==> config.mk <==
export PLATFORM = sky130hd
export DESIGN_NAME = diff_operator
export DESIGN_NICKNAME = d
export VERILOG_FILES = /design/src/rtl/usf_pkg.sv /design/src/rtl/diff_operator_stage.sv /design/src/rtl/diff_operator.sv
export SDC_FILE = /design/constraint.sdc
export NUM_CORES = 1
export LEC_CHECK = 0
export ABC_AREA = 1
export CAP_MARGIN = 25
export CORE_MARGIN = 2
export CORE_UTILIZATION = 61
export CTS_CLUSTER_DIAMETER = 120
export DETAILED_ROUTE_END_ITERATION = 12
export DONT_BUFFER_PORTS = 1
export PLACE_DENSITY = 0.84
export REMOVE_ABC_BUFFERS = 1
export SLEW_MARGIN = 15
export SYNTH_ARGS = -nofsm -noshare
export SYNTH_HDL_FRONTEND = slang
export SYNTH_HIERARCHICAL = 1
export SYNTH_SLANG_ARGS = --single-unit
export TNS_END_PERCENT = 20
==> constraint.sdc <==
create_clock -name clk -period 4.21 [get_ports clk]
set_clock_uncertainty 0.1 [all_clocks]
set_input_delay 0.421 -clock clk [delete_from_list [all_inputs] [get_ports clk]]
set_output_delay 0.421 -clock clk [all_outputs]
set_load 0.005 [all_outputs]
==> src/rtl/usf_pkg.sv <==
// -----------------------------------------------------------------------------
// usf_pkg -- definitions shared by diff_operator and antidiff_operator.
//
// Contents:
//   SAMPLE_W    : sample width in bits (16)
//   sample_t    : signed two's-complement sample type
//   sub_wrap()  : a - b, modulo 2^SAMPLE_W
//   sub_sat()   : a - b, clamped to [-32768, 32767]
//
// Configuration: the sub_sat() helper is used by diff_stage only when
// DIFF_OPERATOR_SAT_EN is defined; it costs nothing when unused.
// -----------------------------------------------------------------------------
package usf_pkg;

  localparam int SAMPLE_W = 16;

  typedef logic signed [SAMPLE_W-1:0] sample_t;

  // Largest and smallest representable samples.
  localparam sample_t SAMPLE_MAX = 16'sh7FFF;
  localparam sample_t SAMPLE_MIN = 16'sh8000;

  // Plain modulo-2^16 difference.
  function automatic sample_t sub_wrap(input sample_t a, input sample_t b);
    sub_wrap = a - b;
  endfunction

  // Difference computed one bit wider, then clamped. Overflow shows up as the
  // two top bits of the wide result disagreeing; the top bit gives the sign
  // of the true result and thus which rail to clamp to.
  function automatic sample_t sub_sat(input sample_t a, input sample_t b);
    logic signed [SAMPLE_W:0] wide;
    wide = {a[SAMPLE_W-1], a} - {b[SAMPLE_W-1], b};
    if (wide[SAMPLE_W] != wide[SAMPLE_W-1]) begin
      if (wide[SAMPLE_W] == 1'b0) begin
        sub_sat = SAMPLE_MAX;
      end else begin
        sub_sat = SAMPLE_MIN;
      end
    end else begin
      sub_sat = wide[SAMPLE_W-1:0];
    end
  endfunction

endpackage : usf_pkg

==> src/rtl/diff_operator_stage.sv <==
// -----------------------------------------------------------------------------
// diff_stage -- one first-difference stage: d_o = d_i - p, where p is the
// previous enabled-edge value of d_i.
//
// Ports:
//   clk   : clock, rising edge
//   reset : synchronous active-high reset, clears p
//   en    : sample strobe; p captures d_i on enabled edges
//   d_i   : stage input sample (combinational from the previous stage)
//   d_o   : stage output difference (combinational)
//
// Configuration: DIFF_OPERATOR_SAT_EN selects a saturating subtract instead
// of modulo-2^16 wrap.
// -----------------------------------------------------------------------------
module diff_stage
  import usf_pkg::*;
(
  input  logic    clk,
  input  logic    reset,
  input  logic    en,
  input  sample_t d_i,
  output sample_t d_o
);

  sample_t p_q;
  sample_t p_d;

  // Subtract the stored previous input from the current one.
`ifdef DIFF_OPERATOR_SAT_EN
  assign d_o = sub_sat(d_i, p_q);
`else
  assign d_o = sub_wrap(d_i, p_q);
`endif

  // Previous-input capture: only enabled edges advance the history.
  always_comb begin
    p_d = p_q;
    if (en) begin
      p_d = d_i;
    end else begin
      p_d = p_q;
    end
  end

  // History register; reset restores zero history.
  always_ff @(posedge clk) begin
    if (reset) begin
      p_q <= 16'sh0000;
    end else begin
      p_q <= p_d;
    end
  end

endmodule : diff_stage

==> src/rtl/diff_operator.sv <==
// -----------------------------------------------------------------------------
// diff_operator -- order-th finite difference of a 16-bit sample stream.
//
// Parameters:
//   order      : number of cascaded first-difference stages (1..2^order_bits-1)
//   order_bits : width of the warm-up counter
//
// Ports:
//   clk   : clock, rising edge
//   reset : synchronous active-high reset (wins over en)
//   en    : sample strobe, one sample per enabled edge
//   y     : input sample, two's complement
//   out   : registered order-th difference, valid one clock after the edge
//   valid : high once out no longer depends on the zero start-up history
//
// Configuration: define DIFF_OPERATOR_SAT_EN to saturate each stage result to
// [-32768, 32767]; by default every stage wraps modulo 2^16 so that an
// antidiff_operator of the same order reconstructs y exactly.
// -----------------------------------------------------------------------------
module diff_operator
  import usf_pkg::*;
#(
  parameter int order      = 2,
  parameter int order_bits = 2
) (
  input  logic                clk,
  input  logic                reset,
  input  logic                en,
  input  logic [SAMPLE_W-1:0] y,
  output logic [SAMPLE_W-1:0] out,
  output logic                valid
);

  localparam logic [order_bits-1:0] ORDER_C = order[order_bits-1:0];

  // d_chain[0] is the raw sample, d_chain[k] is the k-th difference.
  sample_t d_chain [order+1];

  logic [SAMPLE_W-1:0]   out_q;
  logic [SAMPLE_W-1:0]   out_d;
  logic                  valid_q;
  logic                  valid_d;
  logic [order_bits-1:0] cnt_q;
  logic [order_bits-1:0] cnt_d;

  assign d_chain[0] = sample_t'(y);

  for (genvar k = 1; k <= order; k++) begin : g_stage
    diff_stage u_stage (
      .clk   (clk),
      .reset (reset),
      .en    (en),
      .d_i   (d_chain[k-1]),
      .d_o   (d_chain[k])
    );
  end

  // Next-state for out, valid and the warm-up counter. valid looks at the
  // pre-edge count, so the first valid output is sample index 'order'.
  always_comb begin
    out_d   = out_q;
    valid_d = valid_q;
    cnt_d   = cnt_q;
    if (en) begin
      out_d   = d_chain[order];
      valid_d = (cnt_q == ORDER_C);
      if (cnt_q != ORDER_C) begin
        cnt_d = cnt_q + {{(order_bits-1){1'b0}}, 1'b1};
      end else begin
        cnt_d = cnt_q;
      end
    end else begin
      out_d   = out_q;
      valid_d = valid_q;
      cnt_d   = cnt_q;
    end
  end

  // Output and warm-up registers; reset discards any coincident sample.
  always_ff @(posedge clk) begin
    if (reset) begin
      out_q   <= 16'h0000;
      valid_q <= 1'b0;
      cnt_q   <= {order_bits{1'b0}};
    end else begin
      out_q   <= out_d;
      valid_q <= valid_d;
      cnt_q   <= cnt_d;
    end
  end

  assign out   = out_q;
  assign valid = valid_q;

endmodule : diff_operator

# Word level (Yosys, flattened, before mapping)
# Cells that the tools add are included.
[totals]
latch_bits = 0
regBits = 51
wordCells = 11
n_memories = 0
ramBits = 0
out_inout_bits = 17
romBits = 0
input_bits = 19
[classes]
muxes = 0
addsub = 3
reduce_logical = 1
n_shift = 0
magnitude_cmp = 0
n_eq_ne = 2
div_mod_pow = 0
mul = 0
bitwise = 0
[ops]
columns = ["operator", "n"]
rows = [
  ["subtractor 16 bit", 2],
  ["adder 2 x 1 -> 2 bit (second input constant)", 1],
  ["== test 2 bit (second input constant)", 1],
  ["inequality test 2 bit (second input constant)", 1],
  ["AND reduction 2 bit", 1],
]

# Logic depth before layout (Yosys ltp)
# Gate-level depths: netlist of run 1.
[logic_depth]
ltp_word = 2
depth_mapped = 22
mapped_depth_nobuf = 22

# Cells and area by module
# Netlist of run 1, hierarchy kept.
[by_module_without_submodules]
columns = ["mod", "instances", "cells_each", "area_per_inst_um2", "seq_area_each_um2"]
rows = [
  ["diff_stage", 2, 250, 1496.4, 320.3],
  ["diff_operator", 1, 87, 686.9, 380.4],
]

# Worst setup path after synthesis of run 1
# OpenSTA, ideal clock, no wires.
[synth_path]
path_type = "input to register"
start = "in y[0]"
end = "reg out_q[13] (netlist: out[13])"
path_stages = 20
arrival_time_ns = 2.555
slack_ns = 1.442
path_cell_list = "inv_1 ha_1 fa_1 inv_1 nand3_1 nand3_1 nand3_1 nand4_1 nand2_1 ha_1 nand2_1 inv_1 nand2_1 nand2_1 a21oi_1 nand2_1 nand2_1 nand2_1 nor2_1 nor2_1"
[synth_lines]
columns = ["item", "line_no", "source"]
rows = [
  ["start: declaration", "diff_operator.sv:29", "input logic [SAMPLE_W-1:0] y,"],
  ["end signal: assignment", "diff_operator.sv:86", "out_q <= out_d;"],
  ["end: declaration", "diff_operator.sv:39", "logic [SAMPLE_W-1:0] out_q;"],
]

==> impl_metrics.json, run 1 <==
{
  "vias_per_cell": 5.07,
  "clkLatencyLatePin_ns": 0.31,
  "rrSetupSlack_ns": 1.25,
  "grt_pass1_wl_um": 13200,
  "cts.repair.resized": 0,
  "dp_slack_ns": 1.12,
  "synthArstFlopShare_pct": 0,
  "synth_cells": 587,
  "rsz0062_at_grt": "false",
  "finalNonFillerCells": 658,
  "synth_common_cells": "160 x nand2_1, 112 x inv_1, 84 x nor2_1, 51 x dfxtp_1, 31 x ha_1",
  "cts_max_path_buffers": 2,
  "vdd_ir_drop_max_mv": 0.217,
  "synth_seq_cells": 51,
  "tns_ns": 0,
  "root_buffer": "clkbuf_8",
  "htree_num_levels": 2,
  "power_leakage_nw": 2.08,
  "drive_above_1_share_pct": 3.43,
  "p_per_area_mw_per_mm2": 422,
  "antenna_left": 0,
  "hpwlAfterDp_um": 5790,
  "numClockSinks": 51,
  "drt-total-wl_um": 7430,
  "place.gp.congestion": 0.887,
  "slew_headroom_pct": 72.2,
  "grt_max_degree": 35,
  "detail_route.iter0.violations": 165,
  "critical_path.max_fanout": 5,
  "arrival_ns": 3.07,
  "timing.rr.end": "out[14]",
  "critical_path_class": "flip-flop to flip-flop",
  "vias": 3338,
  "fp.dieH_um": 81.7,
  "tightestPinTransition_ns": 0.416,
  "synthTopCellsByArea": "dfxtp_1 28%, nand2_1 16%, inv_1 11%",
  "core_area_mm2": 0.00589,
  "setup_violations": 0,
  "max_freq_ghz": 0.338,
  "grt_pass1_vias": 3184,
  "clkTransAtPathRegs_ns": 0.10,
  "synth_edf_count": 0,
  "synthFlopType": "dfxtp_1",
  "die-area_mm2": 0.00667,
  "syn_avg_cell_area_um2": 6.27,
  "drcViolationCount": 0,
  "hold_path_end": "g_stage[2].u_stage/p_q[14]",
  "finalWorstSetupSlack_ns": 1.25,
  "initial_core_util_pct": 62.5,
  "mappedNetlistArea_mm2": 0.00368,
  "cts_tree": "yes",
  "grt-ovfl-total": 0,
  "synth_warnings": 6,
  "ys_seq_area_share_pct": 27.7,
  "grt_antenna_before_repair": 0,
  "slew_viol_final": 0,
  "wl_per_cell_um": 11.3,
  "hold_path.startpoint": "reset",
  "rows": 28,
  "yosysMostFrequentCell": "nand2_1",
  "io_buffer_count": 0,
  "post-route-period-util_pct": 70.3,
  "nNetsFinal": 634,
  "worst_setup_path_end_kind": "flip-flop",
  "cap_violations": 0,
  "yosys.area.top_type": "dfxtp_1",
  "ys_types": 23,
  "r2r_start": "g_stage[1].u_stage/p_q[0]",
  "outcome": "complete, no violations",
  "yosys.area.top_type_share_pct": 27.7,
  "num_antenna_cells": 0,
  "hold_path_class": "primary input to flip-flop",
  "reg2reg_depth": 19,
  "drt-pass1-iter-count": 4,
  "hold_viol": 0,
  "io_pins": 36,
  "post_cts_buffers": 0,
  "dp.cells": 650,
  "required_ns": 4.32,
  "die_w_um": 81.7,
  "worstHoldPathCells": 1,
  "cp-start-kind": "flip-flop",
  "fin_crit_ns": 2.96,
  "cts_buffers": 5,
  "syn_to_final_growth_pct": 3.33,
  "groute.usage.overall_pct": 24.4,
  "hold_buffers": 0
}
-- cells in the final DEF, fill, tap and decap left out --
master / n
nor2_1: 84
dfxtp_1: 51
nand3_1: 26
nand4_1: 4
o21ai_0: 5
clkbuf_8: 5
a21oi_1: 24
fa_1: 2
inv_2: 6
inv_1: 112
nand2_2: 4
inv_8: 1
nor3_1: 4
or2_1: 2
nor3_2: 2
xor2_1: 10
a211oi_1: 30
clkinv_4: 2
nand2_1: 160
o21ai_1: 12
xnor2_1: 6
ha_1: 31
-- registers in the layout (all words and copies together), names as in the netlist --
signal               count
g_stage.u_stage/p_q     32
out                     16
cnt_q                    2
valid                    1
-- layer usage --
| layer | up-vias | part of all wire (%) | global-route usage [%] | wire length, um |
|---|---|---|---|---|
| met5 | - | 0 | 0 | 0 |
| met4 | 0 | 1.3 | 7.33 | 99 |
| met3 | 10 | 4.0 | 4.18 | 296 |
| met2 | 53 | 48 | 44.4 | 3540 |
| met1 | 1466 | 47 | 29.2 | 3490 |
| li1 | 1809 | - | - | - |
-- per-stage QoR --
step                utilization (%)  area (um2)  power (mW)  hold WS, ns
floorplan                         -        3610        1.17        0.341
global placement               62.9        3700        1.29        0.353
detailed placement             62.9        3700        1.31        0.356
CTS                            64.6        3800        1.62       0.0608
global route                   64.6        3800        1.77       0.0516
finish                         64.6        3800        1.61       0.0752
-- worst max-delay path by stage --
| stage | end | start | slack (ns) | cells after the start |
|---|---|---|---|---|
| 2_1_floorplan | out[13] | y[0] | 1.44 | 20 |
| 4_1_cts | out[14] | g_stage[1].u_stage/p_q[0] | 1.29 | 19 |
| 3_5_place_dp | out[14] | y[0] | 1.12 | 20 |
| 3_3_place_gp | out[14] | y[0] | 1.18 | 20 |
| 5_1_grt | out[14] | g_stage[1].u_stage/p_q[0] | 0.95 | 18 |
| 6_report | out[14] | g_stage[1].u_stage/p_q[0] | 1.25 | 19 |
-- final cells by class --
class | count | area (um2)
sequential | 51 | 1020
multi-input combinational | 406 | 2150
clock inverter | 3 | 28.8
inverter | 118 | 443
tap | 75 | 93.8
clock buffer | 5 | 68.8
fill | 557 | 2080
-- power by group --
part / switching [mW] / internal [mW] / total [mW]
logic: 0.460 / 0.274 / 0.734
clock network: 0.179 / 0.123 / 0.303
registers: 0.0302 / 0.539 / 0.569
-- cell families after synthesis --
family | count (synthesis) | synth area share [%]
and+or+nand+nor | 286 | 31.2
buffers and inverters | 130 | 13.9
xor gates and xnor gates | 16 | 3.81
DFF | 51 | 27.7
AOI/OAI and AO/OA | 71 | 11.7
adders and majority gates | 33 | 11.6
-- worst max-delay path, stage by stage (launching register included) --
cell	delay, ns
dfxtp_1	0.33
ha_1	0.21
fa_1	0.41
inv_1	0.09
nand3_1	0.06
nand3_1	0.14
nand3_1	0.12
nand4_1	0.09
nand2_1	0.08
ha_1	0.37
nand2_1	0.16
inv_1	0.05
nand2_1	0.06
nand2_1	0.04
a21oi_1	0.22
nand2_1	0.08
nand2_1	0.06
nand2_1	0.05
nor2_1	0.10
nor2_1	0.05
Note: power is estimated with default switching activity, not from simulation.
==> run 2: changes to the inputs <==
- CORE_UTILIZATION: 61 -> 58
- PLACE_DENSITY: 0.84 -> 0.83
- clock period: 4.21 -> 2.7 ns (I/O delays scaled with it)
==> impl_metrics.json, run 2 (synthesis gave the netlist of run 1 again) <==
{
  "post-route-period-util_pct": 101,
  "cts_tree": "yes",
  "htree_num_levels": 2,
  "hold_path.startpoint": "en",
  "grt_pass1_wl_um": 14600,
  "fp.dieH_um": 83.7,
  "rsz0062_at_grt": "true",
  "cts_buffers": 5,
  "outcome": "finished with violations",
  "critPathSlowestCell": "fa_2",
  "place.gp.congestion": 0.893,
  "detail_route.iter0.violations": 179,
  "rows": 29,
  "startpoint": "g_stage[1].u_stage/p_q[0]",
  "grt_antenna_before_repair": 0,
  "setup_violations": 3,
  "syn_to_final_growth_pct": 20.3,
  "required_ns": 2.83,
  "power_leakage_nw": 2.24,
  "grt-ovfl-total": 0,
  "groute.usage.overall_pct": 25.1,
  "nNetsFinal": 659,
  "io_pins": 36,
  "hold_path_class": "primary input to flip-flop",
  "cp_common_cell": "nand2_1",
  "hold_viol": 0,
  "arrival_ns": 2.86,
  "critical_path.cell_chain": "ha_4, fa_2, inv_2, nand3_2, nand3_4, a21oi_4, xnor2_2, ha_4, nand2_2, inv_2, nand2_1, nand2_2, a21oi_4, nand2_1, nand2_1, nand2_1, nor2_1, nor2_1",
  "r2r_start": "g_stage[1].u_stage/p_q[0]",
  "worstHoldPathCells": 2,
  "max_stage_delay_ns": 0.39,
  "max_freq_ghz": 0.365,
  "finalNonFillerCells": 685,
  "final_cell_mix": "137 x nand2_1, 107 x inv_1, 82 x nor2_1",
  "holdWs_ns": 0.00766,
  "die_w_um": 83.7,
  "num_antenna_cells": 0,
  "finalWorstSetupSlack_ns": -0.0360,
  "cap_violations": 0,
  "critical_path.max_fanout": 4,
  "cp-start-kind": "flip-flop",
  "wl_per_cell_um": 13.1,
  "fin_crit_ns": 2.74,
  "vdd_ir_drop_max_mv": 0.366,
  "largest_reg_flops": 32,
  "drcViolationCount": 0,
  "worst_setup_path_end_kind": "flip-flop",
  "vias_per_cell": 5.23,
  "grt_pass1_vias": 3412,
  "drt-total-wl_um": 8980,
  "nFillCells": 501,
  "die-area_mm2": 0.00700,
  "grt_max_degree": 33,
  "numClockSinks": 51,
  "drive_above_1_share_pct": 18.1,
  "initial_core_util_pct": 59.0,
  "critical_path_class": "flip-flop to flip-flop",
  "hpwlAfterDp_um": 5940,
  "rrSetupSlack_ns": -0.04,
  "antenna_left": 0,
  "slew_viol_final": 0,
  "io_buffer_count": 0,
  "clkTransAtPathRegs_ns": 0.11,
  "violations": "setup timing",
  "timing.rr.end": "out[14]",
  "hold_path_end": "cnt_q[1]",
  "root_buffer": "clkbuf_8",
  "cts_max_path_buffers": 2,
  "vias": 3584,
  "reg2reg_depth": 18,
  "clkLatencyLatePin_ns": 0.32,
  "dp.cells": 671,
  "slew_headroom_pct": 51.8,
  "final_cell_area_mm2": 0.00443,
  "drt-pass1-iter-count": 4,
  "core_area_mm2": 0.00624,
  "layout_commonest_cell": "nand2_1",
  "p_per_area_mw_per_mm2": 667,
  "tightestPinTransition_ns": 0.720,
  "finalPower_mw": 2.95,
  "top_register": "g_stage.u_stage/p_q",
  "dpl_cell_area_mm2": 0.00385
}
[run 2: cell types whose count changed in the layout (fill, tap and decap cells not counted), sizes merged]
| cell | delta |
|---|---|
| dlygate4sd3 | +4 |
| buf | +21 |
| inv | +1 |
| clkinv | -1 |
[run 2: layout make-up]
type,count,area [um2],area share [%]
multi-input combinational,406,2560,57.8
inverter,118,443,10.0
clock buffer,5,68.8,1.55
timing repair buffer,25,210,4.75
tap,77,96.3,2.18
clock inverter,3,26.3,0.594
sequential,51,1020,23.1
[run 2: critical path, delay by kind of cell, from the launching register on]
family | cells | cell delay (ns)
AOI/OAI and AO/OA | 2 | 0.22
xor gates and xnor gates | 1 | 0.23
adders and majority gates | 3 | 0.82
buffers and inverters | 2 | 0.14
DFF | 1 | 0.35
and+or+nand+nor | 10 | 0.79
[run 2: worst max-delay path by stage]
| stage | endpoint | slack, ns | cells past startpoint |
|---|---|---|---|
| finish | out[14] | -0.04 | 18 |
| global route | out[15] | -0.18 | 19 |
| CTS | out[14] | 0.0004 | 17 |
| detailed placement | out[14] | -0.23 | 19 |
| global placement | out[14] | -0.13 | 19 |
| floorplan | out[13] | 0.08 | 20 |
[run 2: power breakdown]
group,total (mW),switching [mW],internal [mW]
registers,0.889,0.0477,0.841
clock network,0.489,0.298,0.192
logic,1.57,0.904,0.669
total,2.95,1.25,1.70
[run 2: what timing repair did]
| action | in CTS | in global routing |
|---|---|---|
| hold buffers | 5 | 0 |
| setup buffers | 0 | 1 |
| gates resized for setup | 16 | 61 |
| pin swaps | 4 | 19 |
| endpoints found under the setup margin | 8 | 11 |
| hold endpoints to repair | 41 | 0 |
[run 2: metrics by stage]
step / setup WS [ns] / util, % / setup TNS [ns]
after floorplan: 0.0819 / - / 0
after global routing: -0.179 / 70.9 / -1.03
after detailed placement: -0.227 / 61.7 / -0.768
after CTS: 0.000378 / 65.8 / 0
final: -0.0360 / 70.9 / -0.0574
after global placement: -0.131 / 61.7 / -0.297
[run 2: per-layer routing]
| layer | up-vias | routed length [um] | share of wire, % | global-route usage, % |
|---|---|---|---|---|
| met3 | 16 | 339 | 3.8 | 4.15 |
| met2 | 61 | 4410 | 49 | 45.5 |
| met4 | 0 | 120 | 1.3 | 7.77 |
| li1 | 1869 | - | - | - |
| met5 | - | 0 | 0 | 0 |
| met1 | 1638 | 4110 | 46 | 30.3 |
